`src/rtl/motor_pwm_pkg.sv`:
```
// Shared types and elaboration-time helpers for the motor PWM bank.
// Direction encoding plus PWM period and duty-threshold derivation.
package motor_pwm_pkg;

  typedef enum logic [1:0] {
    DIR_COAST = 2'd0,
    DIR_FWD   = 2'd1,
    DIR_REV   = 2'd2
  } dir_e;

  // Counter period in system clocks.
  function automatic int calc_period(input int clk_freq, input int pwm_freq);
    return clk_freq / pwm_freq;
  endfunction

  // Duty threshold in counts for a percentage of the period (truncating).
  function automatic int calc_duty(input int pct, input int period);
    return (pct * period) / 100;
  endfunction

  // Bits needed to hold the values 0..max_val.
  function automatic int calc_width(input int max_val);
    return (max_val < 2) ? 1 : $clog2(max_val + 1);
  endfunction

endpackage

```
`src/rtl/motor_pwm_chan.sv`:
```
// One motor channel: sample register, pending threshold/direction computed
// one cycle after capture, active copy loaded at the counter wrap, and the
// registered H-bridge output mux with brake override.
// Optional build macro: MOTOR_PWM_DEADTIME_EN adds a dead-time down-counter
// that blanks both gates after a FWD<->REV reversal.
module motor_pwm_chan
  import motor_pwm_pkg::*;
#(
  parameter int DATA_WIDTH   = 16,
  parameter int CNT_W        = 9,
  parameter int RPM_MAX      = 1500,
  parameter int DMIN         = 54,
  parameter int DMAX         = 216,
  parameter int DEADTIME_CYC = 27
) (
  input  logic                  clk,
  input  logic                  rstn,
  input  logic                  cap_en,
  input  logic [DATA_WIDTH-1:0] cap_data,
  input  logic                  wrap,
  input  logic [CNT_W-1:0]      cnt_nxt,
  input  logic                  stop,
  output logic                  in_1,
  output logic                  in_2
);

  localparam int MAG_W  = calc_width(RPM_MAX);
  localparam int SPAN   = DMAX - DMIN;
  localparam int PROD_W = MAG_W + calc_width(SPAN);
  localparam logic [DATA_WIDTH:0] RPM_MAX_X = (DATA_WIDTH + 1)'(RPM_MAX);

  logic [DATA_WIDTH-1:0] sample_q;
  logic [DATA_WIDTH-1:0] mag_raw;
  logic [MAG_W-1:0]      mag_sat;
  logic [PROD_W-1:0]     prod;
  logic [PROD_W-1:0]     quot;
  logic [CNT_W-1:0]      thr_calc;
  dir_e                  dir_calc;

  logic [CNT_W-1:0]      pend_thr_q;
  dir_e                  pend_dir_q;
  logic [CNT_W-1:0]      act_thr_q;
  dir_e                  act_dir_q;
  logic [CNT_W-1:0]      act_thr_nxt;
  dir_e                  act_dir_nxt;
  logic                  pwm_nxt;
  logic                  blank_nxt;

  // Sample register: latest accepted PID value for this channel.
  always_ff @(posedge clk or negedge rstn) begin
    if (!rstn) begin
      sample_q <= '0;
    end else if (cap_en) begin
      sample_q <= cap_data;
    end
  end

  // Magnitude (most-negative value handled as unsigned), saturation, and
  // linear mapping into [DMIN, DMAX]; zero input means coast with thr 0.
  always_comb begin
    mag_raw  = sample_q[DATA_WIDTH-1] ? (-sample_q) : sample_q;
    mag_sat  = MAG_W'(mag_raw);
    if ({1'b0, mag_raw} >= RPM_MAX_X) begin
      mag_sat = MAG_W'(RPM_MAX);
    end
    prod     = PROD_W'(mag_sat) * PROD_W'(SPAN);
    quot     = prod / PROD_W'(RPM_MAX);
    thr_calc = CNT_W'(DMIN) + CNT_W'(quot);
    dir_calc = DIR_FWD;
    if (sample_q == '0) begin
      thr_calc = '0;
      dir_calc = DIR_COAST;
    end else if (sample_q[DATA_WIDTH-1]) begin
      dir_calc = DIR_REV;
    end
  end

  // Pending registers follow the sample with one cycle of latency.
  always_ff @(posedge clk or negedge rstn) begin
    if (!rstn) begin
      pend_thr_q <= '0;
      pend_dir_q <= DIR_COAST;
    end else begin
      pend_thr_q <= thr_calc;
      pend_dir_q <= dir_calc;
    end
  end

  // Values the active registers will hold after this edge.
  always_comb begin
    act_thr_nxt = act_thr_q;
    act_dir_nxt = act_dir_q;
    if (wrap) begin
      act_thr_nxt = pend_thr_q;
      act_dir_nxt = pend_dir_q;
    end
    pwm_nxt = (cnt_nxt < act_thr_nxt);
  end

  // Active registers change only at the wrap so every period is whole.
  always_ff @(posedge clk or negedge rstn) begin
    if (!rstn) begin
      act_thr_q <= '0;
      act_dir_q <= DIR_COAST;
    end else begin
      act_thr_q <= act_thr_nxt;
      act_dir_q <= act_dir_nxt;
    end
  end

`ifdef MOTOR_PWM_DEADTIME_EN
  localparam int DT_W = calc_width(DEADTIME_CYC);

  logic [DT_W-1:0] dt_cnt_q;
  logic [DT_W-1:0] dt_cnt_nxt;
  logic            reversal;

  // Reload the dead-time counter on a FWD<->REV swap at the wrap, then
  // count down to zero; both gates are blanked while it is non-zero.
  always_comb begin
    reversal = ((act_dir_q == DIR_FWD) && (pend_dir_q == DIR_REV)) ||
               ((act_dir_q == DIR_REV) && (pend_dir_q == DIR_FWD));
    dt_cnt_nxt = dt_cnt_q;
    if (wrap) begin
      dt_cnt_nxt = reversal ? DT_W'(DEADTIME_CYC) : '0;
    end else if (dt_cnt_q != '0) begin
      dt_cnt_nxt = dt_cnt_q - DT_W'(1);
    end
    blank_nxt = (dt_cnt_nxt != '0);
  end

  // Dead-time down-counter state.
  always_ff @(posedge clk or negedge rstn) begin
    if (!rstn) begin
      dt_cnt_q <= '0;
    end else begin
      dt_cnt_q <= dt_cnt_nxt;
    end
  end
`else
  assign blank_nxt = 1'b0;
`endif

  // Registered gate drives: brake wins, then dead-time blanking, then PWM.
  always_ff @(posedge clk or negedge rstn) begin
    if (!rstn) begin
      in_1 <= 1'b0;
      in_2 <= 1'b0;
    end else if (stop) begin
      in_1 <= 1'b1;
      in_2 <= 1'b1;
    end else if (blank_nxt) begin
      in_1 <= 1'b0;
      in_2 <= 1'b0;
    end else begin
      case (act_dir_nxt)
        DIR_FWD: begin
          in_1 <= pwm_nxt;
          in_2 <= 1'b0;
        end
        DIR_REV: begin
          in_1 <= 1'b0;
          in_2 <= pwm_nxt;
        end
        default: begin
          in_1 <= 1'b0;
          in_2 <= 1'b0;
        end
      endcase
    end
  end

endmodule

```
`src/rtl/motor_pwm_bank.sv`:
```
// Bank of H-bridge PWM channels driven by PID samples.
// Shared period counter and sample-capture decode live here; each channel
// is a motor_pwm_chan instance.
// Optional build macro: MOTOR_PWM_DEADTIME_EN (reversal dead-time).
module motor_pwm_bank
  import motor_pwm_pkg::*;
#(
  parameter int NUM_CHN      = 4,
  parameter int DATA_WIDTH   = 16,
  parameter int CHN_WIDTH    = 3,
  parameter int RPM_MAX      = 1500,
  parameter int CLK_FREQ     = 27_000_000,
  parameter int PWM_FREQ     = 100_000,
  parameter int DUTY_MIN_PCT = 20,
  parameter int DUTY_MAX_PCT = 80,
  parameter int DEADTIME_CYC = 27
) (
  input  logic                  clk,
  input  logic                  rstn,
  input  logic                  u_valid_i,
  input  logic [CHN_WIDTH-1:0]  u_chn_i,
  input  logic [DATA_WIDTH-1:0] u_data_i,
  input  logic [NUM_CHN-1:0]    motor_stop_i,
  output logic [NUM_CHN-1:0]    in_1_o,
  output logic [NUM_CHN-1:0]    in_2_o,
  output logic                  period_start_o,
  output logic                  chn_err_o
);

  localparam int PERIOD = calc_period(CLK_FREQ, PWM_FREQ);
  localparam int DMIN   = calc_duty(DUTY_MIN_PCT, PERIOD);
  localparam int DMAX   = calc_duty(DUTY_MAX_PCT, PERIOD);
  localparam int CNT_W  = calc_width(PERIOD);

  localparam logic [CNT_W-1:0]   CNT_LAST  = CNT_W'(PERIOD - 1);
  localparam logic [CHN_WIDTH:0] NUM_CHN_X = (CHN_WIDTH + 1)'(NUM_CHN);

  logic               run_q;
  logic [CNT_W-1:0]   cnt_q;
  logic [CNT_W-1:0]   cnt_nxt;
  logic               wrap;
  logic               chn_bad;
  logic [NUM_CHN-1:0] cap_en;

  // The first edge after reset is treated as a wrap so the counter starts
  // at 0 with period_start aligned to it.
  always_comb begin
    wrap    = !run_q || (cnt_q == CNT_LAST);
    cnt_nxt = wrap ? '0 : (cnt_q + CNT_W'(1));
  end

  // Shared PWM period counter.
  always_ff @(posedge clk or negedge rstn) begin
    if (!rstn) begin
      run_q <= 1'b0;
      cnt_q <= '0;
    end else begin
      run_q <= 1'b1;
      cnt_q <= cnt_nxt;
    end
  end

  // Channel-index decode: one capture strobe per channel, error on overrange.
  always_comb begin
    cap_en  = '0;
    chn_bad = u_valid_i && ({1'b0, u_chn_i} >= NUM_CHN_X);
    for (int k = 0; k < NUM_CHN; k++) begin
      cap_en[k] = u_valid_i && ({1'b0, u_chn_i} == (CHN_WIDTH + 1)'(k));
    end
  end

  // Registered status pulses.
  always_ff @(posedge clk or negedge rstn) begin
    if (!rstn) begin
      period_start_o <= 1'b0;
      chn_err_o      <= 1'b0;
    end else begin
      period_start_o <= wrap;
      chn_err_o      <= chn_bad;
    end
  end

  for (genvar g = 0; g < NUM_CHN; g++) begin : g_chan
    motor_pwm_chan #(
      .DATA_WIDTH   (DATA_WIDTH),
      .CNT_W        (CNT_W),
      .RPM_MAX      (RPM_MAX),
      .DMIN         (DMIN),
      .DMAX         (DMAX),
      .DEADTIME_CYC (DEADTIME_CYC)
    ) u_chan (
      .clk      (clk),
      .rstn     (rstn),
      .cap_en   (cap_en[g]),
      .cap_data (u_data_i),
      .wrap     (wrap),
      .cnt_nxt  (cnt_nxt),
      .stop     (motor_stop_i[g]),
      .in_1     (in_1_o[g]),
      .in_2     (in_2_o[g])
    );
  end

endmodule

```
`config.mk`:
```
export PLATFORM = sky130hd
export DESIGN_NAME = motor_pwm_bank
export DESIGN_NICKNAME = d
export VERILOG_FILES = /design/src/rtl/motor_pwm_pkg.sv /design/src/rtl/motor_pwm_chan.sv /design/src/rtl/motor_pwm_bank.sv
export SDC_FILE = /design/constraint.sdc
export NUM_CORES = 1
export LEC_CHECK = 0
export CAP_MARGIN = 5
export CORE_ASPECT_RATIO = 2
export CORE_MARGIN = 2
export CORE_UTILIZATION = 60
export CTS_CLUSTER_DIAMETER = 60
export DETAILED_ROUTE_END_ITERATION = 7
export PLACE_DENSITY = 0.91
export SLEW_MARGIN = 20
export SYNTH_ARGS = -nofsm -noshare
export SYNTH_HDL_FRONTEND = slang
export SYNTH_SLANG_ARGS = --single-unit
```
`constraint.sdc`:
```
create_clock -name clk -period 12.44 [get_ports clk]
set_input_delay 2.488 -clock clk [delete_from_list [all_inputs] [get_ports clk]]
set_output_delay 2.488 -clock clk [all_outputs]
set_load 0.01 [all_outputs]
```
==> impl_metrics.csv, run 1 <==
group,metric,value,unit
cts,clkSinkCount,172,
cts,clock-root-buffer,"clkbuf_16",
synth,synth_top_family_by_area,"compound AO/OA/AOI/OAI gates",
floorplanning,rows,106,
synth,synth_area,25400,um2
synth,synth_mux_area_share,6.32,%
floorplanning,chipHeight,295,um
floorplanning,start_util,60.8,%
grt,grt_overflow_total,320,
place,hpwl,71.4,mm
synth,avgSynthCellArea,8.00,um2
synth,yosys-top-cells-count,"nor2_1 (264), nand2_1 (250), ha_1 (238)",
synth,async_flop_share,100,%
synth,synth_cells,3176,
synth,synth_compound_area_share,31.0,%
grt,grt_max_degree,97,
run_status,error,"[ERROR GRT-0116] Global routing finished with congestion. Check the congestion regions in the DRC Viewer.",
synth,synth-xor-area-share,7.54,%
floorplanning,ios,36,
run_status,haltStage,"global routing",
cts,postCtsHoldBufs,0,
cts,h-tree-depth,4,
place,gp_congestion,1.06,
grt,grtUsageTotal,76.8,%
synth,synth_warnings,0,
synth,synth_fa_ha_area_share,13.6,%
synth,yosysTopAreaCell,"dfrtp_1",
synth,ys_ff_latch,172,
synth,synth_nets,3456,
run_status,status,"stopped before the end",
synth,synth.top_cell.area_share,16.9,%
synth,synth_edf_count,0,
cts,cts_buffers,17,
place,port_buffers,35,
synth,ys_seq_area_share,16.9,%
synth,synth_most_common_cell,"nor2_1",
synth,ys_types,145,
grt,grt_pass1_vias,40900,
place,postPlaceCellArea,30300,um2
synth,synth-simple-area-share,20.2,%
grt,grt_pass1_wl,261,mm
cts,cts_max_path_buffers,2,
floorplanning,die_w,150,um
synth,synth_area_leaders,"dfrtp_1 (17%), ha_1 (12%), xnor2_1 (4.8%)",
synth,synth_flop_cell,"dfrtp_1",
-- timing repair --
action / 4_1_cts
gates cloned: 1
pin swaps: 136
gates resized for setup: 329
setup buffers: 88
endpoints found under the setup margin: 36
-- stage by stage --
stage,std cells,utilization [%],setup TNS (ns),setup slack [ns]
2_1_floorplan,3176,-,-0.0401,-0.0401
3_3_place_gp,4169,72.6,-0.765,-0.236
3_5_place_dp,4169,72.6,-14.50,-0.706
4_1_cts,4290,79.6,-0.0454,-0.0454
-- cells by family after synthesis --
group	count (synthesis)
adder cells (fa/ha/maj)	270
AO/OA/AOI/OAI	1075
buffers and inverters	268
other	1
XOR/XNOR	214
multiplexers	150
AND/OR/NAND/NOR	1026
flip-flops	172
-- metal layers --
| layer | GRT overflow | GRT usage [%] |
|---|---|---|
| met1 | 19 | 73.6 |
| met4 | 109 | 77.7 |
| met2 | 175 | 90.8 |
| met3 | 15 | 65.8 |
| met5 | 2 | 49.3 |
==> run 2: changes to the inputs <==
Settings changed: CORE_ASPECT_RATIO 2 to not set, CORE_UTILIZATION 60 to 40, CTS_CLUSTER_DIAMETER 60 to not set, PLACE_DENSITY 0.91 to not set, PLACE_DENSITY_LB_ADDON set to 0.15.
Clock period 12.44 ns to 16.15 ns, I/O delays scaled along.
==> run 2 against run 1 <==
Against the previous run:
- the run now ends clean
- synthesized cell count unchanged
- area after synthesis is the same
==> impl_metrics.csv, run 2 <==
group,metric,value,unit
sta,max_freq,0.0664,GHz
grt,grt_pass1_vias,23400,
worst_setup_path,arrival,15.44,ns
detailed_routing,first_pass_iters,5,
synth,yosys-top-cells-count,"nor2_1 (264), nand2_1 (250), ha_1 (238)",
synth,synth_edf_count,0,
sta,setup_tns,0,ns
worst_setup_path,worstSetupStartpoint,"g_chan[1].u_chan.sample_q[3]",
synth,ys_types,145,
detailed_routing,wl_per_cell,18.1,um
synth,synth_warnings,0,
sta,min_period,15.07,ns
sta,hold_viol,0,
worst_setup_path,r2r-start,"g_chan[1].u_chan.sample_q[3]",
grt,grt_overflow_total,0,
worst_setup_path,endpoint_kind,"register",
detailed_routing,first_iter_violations,1962,
sta,fin_skew,0.0128,ns
cts,h-tree-depth,4,
final_layout,top_regs,"g_chan.u_chan.sample_q (64), g_chan.u_chan.act_thr_q (36), g_chan.u_chan.pend_thr_q (36)",
cts,cts_buffers,17,
cts,clkSlewWorstSetupHoldPaths,0.07,ns
floorplanning,ios,36,
synth,async_flop_share,100,%
sta,slew_headroom,25.0,%
final_layout,nNetsFinal,3405,
place,pre_cts_slack,0.489,ns
synth,synth_area_leaders,"dfrtp_1 (17%), ha_1 (12%), xnor2_1 (4.8%)",
cts,cts_max_path_buffers,2,
sta,timing.hold.ws,0.489,ns
final_layout,top_register,"g_chan.u_chan.sample_q",
final_layout,layout_common_cells,"nor2_1 (262), nand2_1 (248), ha_1 (238), a21oi_1 (202), dfrtp_1 (172)",
detailed_routing,vias,24700,
worst_setup_path,crit_path_max_incr_delay,0.60,ns
floorplanning,die_area,65500,um2
sta,slew_violations,0,
synth,synth_most_common_cell,"nor2_1",
floorplanning,start_util,40.3,%
run_status,status,"finished, final reports clean",
detailed_routing,ant_nets,0,
cts,postCtsHoldBufs,0,
sta,rsz0062_at_grt,"false",
place,hpwl,56.9,mm
synth,synth_flop_cell,"dfrtp_1",
cts,cts_tree,"yes",
final_layout,largest_register_ffs,64,
synth,ys_ff_latch,172,
detailed_routing,wl,72.2,mm
floorplanning,chipHeight,256,um
cts,clock-root-buffer,"clkbuf_16",
final_layout,drive_gt1_share,10.2,%
synth,synth_nets,3456,
cts,clkSinkCount,172,
sta,setup_viol,0,
synth,ys_seq_area_share,16.9,%
worst_setup_path,start_kind,"register",
final_layout,syn_to_final_growth,7.38,%
grt,grt_pass1_wl,119,mm
worst_setup_path,required,16.52,ns
synth,avgSynthCellArea,8.00,um2
worst_setup_path,criticalPathCategory,"register to register",
place,gp_congestion,0.883,
detailed_routing,drt-vias-per-instance,6.21,
grt,antenna_found_initial,5,
floorplanning,die_w,256,um
grt,grt_max_degree,95,
sta,tightest_slew,1.12,ns
sta,finalCritPeriodShare,93.3,%
detailed_routing,drc_errors,0,
run,maxCapViolCount,0,
min_path,hp-class,"register to register",
floorplanning,core_area,63000,um2
min_path,min_from,"g_chan[2].u_chan.act_thr_q[5]",
sta,final_critical_path_setup_slack,1.08,ns
synth,synth_area,25400,um2
place,port_buffers,35,
cts,clk_latency,0.44,ns
worst_setup_path,crit_fanout,14,
synth,synth.top_cell.area_share,16.9,%
grt,grtUsageTotal,21.3,%
final_layout,final_common_cell,"nor2_1",
synth,synth_cells,3176,
floorplanning,rows,92,
synth,yosysTopAreaCell,"dfrtp_1",
worst_setup_path,cp_slowest_cell,"or4_1",
[run 2: cell counts after synthesis]
No cell type changed its count.
[run 2: metrics by stage]
stage | std cells | util (%) | cell area [um2]
after detailed placement | 3946 | 41.9 | 26400
after floorplan | 3176 | - | 25400
after global routing | 3986 | 43.3 | 27300
after global placement | 3946 | 41.9 | 26400
final | 3986 | 43.3 | 27300
after CTS | 3978 | 43.0 | 27100
[run 2: logic make-up after synthesis]
kind of cell,Yosys count,synth area share (%)
buf+inv,268,4.37
compound gates,1075,31.0
simple gates,1026,20.2
other cells,1,0.0148
fa+ha+maj,270,13.6
xor+xnor,214,7.54
flops,172,16.9
mux,150,6.32
[run 2: cell type report]
cell class	count	area (um2)
antenna	2	5.00
fill	6297	35700
clock buffer	20	467
inverter	141	537
multi-input combinational	2736	20200
sequential	172	4300
clock inverter	12	185
tap	846	1060
timing repair buffer	57	527
[run 2: what timing repair did]
item,in CTS,in global routing
buffers inserted,0,5
resized for setup,0,31
endpoints found under the setup margin,0,15
[run 2: path summary, 6_finish.rpt]
check | end | slack [ns] | depth (start not counted)
max in group asynchronous | g_chan[3].u_chan.sample_q[5] | 12.05 | 2
hold / removal | g_chan[2].u_chan.act_thr_q[5] | 0.49 | 2
hold reg to reg | g_chan[2].u_chan.act_thr_q[5] | 0.49 | 2
min in group asynchronous | g_chan[3].u_chan.act_dir_q[1] | 2.86 | 1
setup / recovery | g_chan[1].u_chan.pend_thr_q[7] | 1.08 | 50
setup reg to reg | g_chan[1].u_chan.pend_thr_q[7] | 1.08 | 50
[run 2: worst max-delay path: cells and delay by family, from the launching register on]
| kind | cells | cell delay [ns] |
|---|---|---|
| AO/OA/AOI/OAI | 23 | 6.92 |
| adder cells (fa/ha/maj) | 6 | 2.08 |
| AND/OR/NAND/NOR | 16 | 4.44 |
| XOR/XNOR | 1 | 0.27 |
| flip-flops | 1 | 0.46 |
| buffers and inverters | 3 | 0.46 |
| multiplexers | 1 | 0.34 |
[run 2: routing by layer]
metal	GRT usage (%)	vias up	share of wire [%]
li1	-	12000	-
met2	34.8	590	46
met5	0	-	0
met3	2.30	94	3.7
met1	30.1	12100	49
met4	5.00	0	1.9
Power of run 2 is not shown: default switching activity piles up to over one toggle a cycle in this logic, so the estimate is an artifact.
==> run 3: changes to the inputs <==
Settings changed: SKIP_CTS_REPAIR_TIMING set to 1.
==> results of run 3 <==
The final DEF is identical to that of run 2; final timing and power are the same.
Power of run 3 is left out for the same reason.
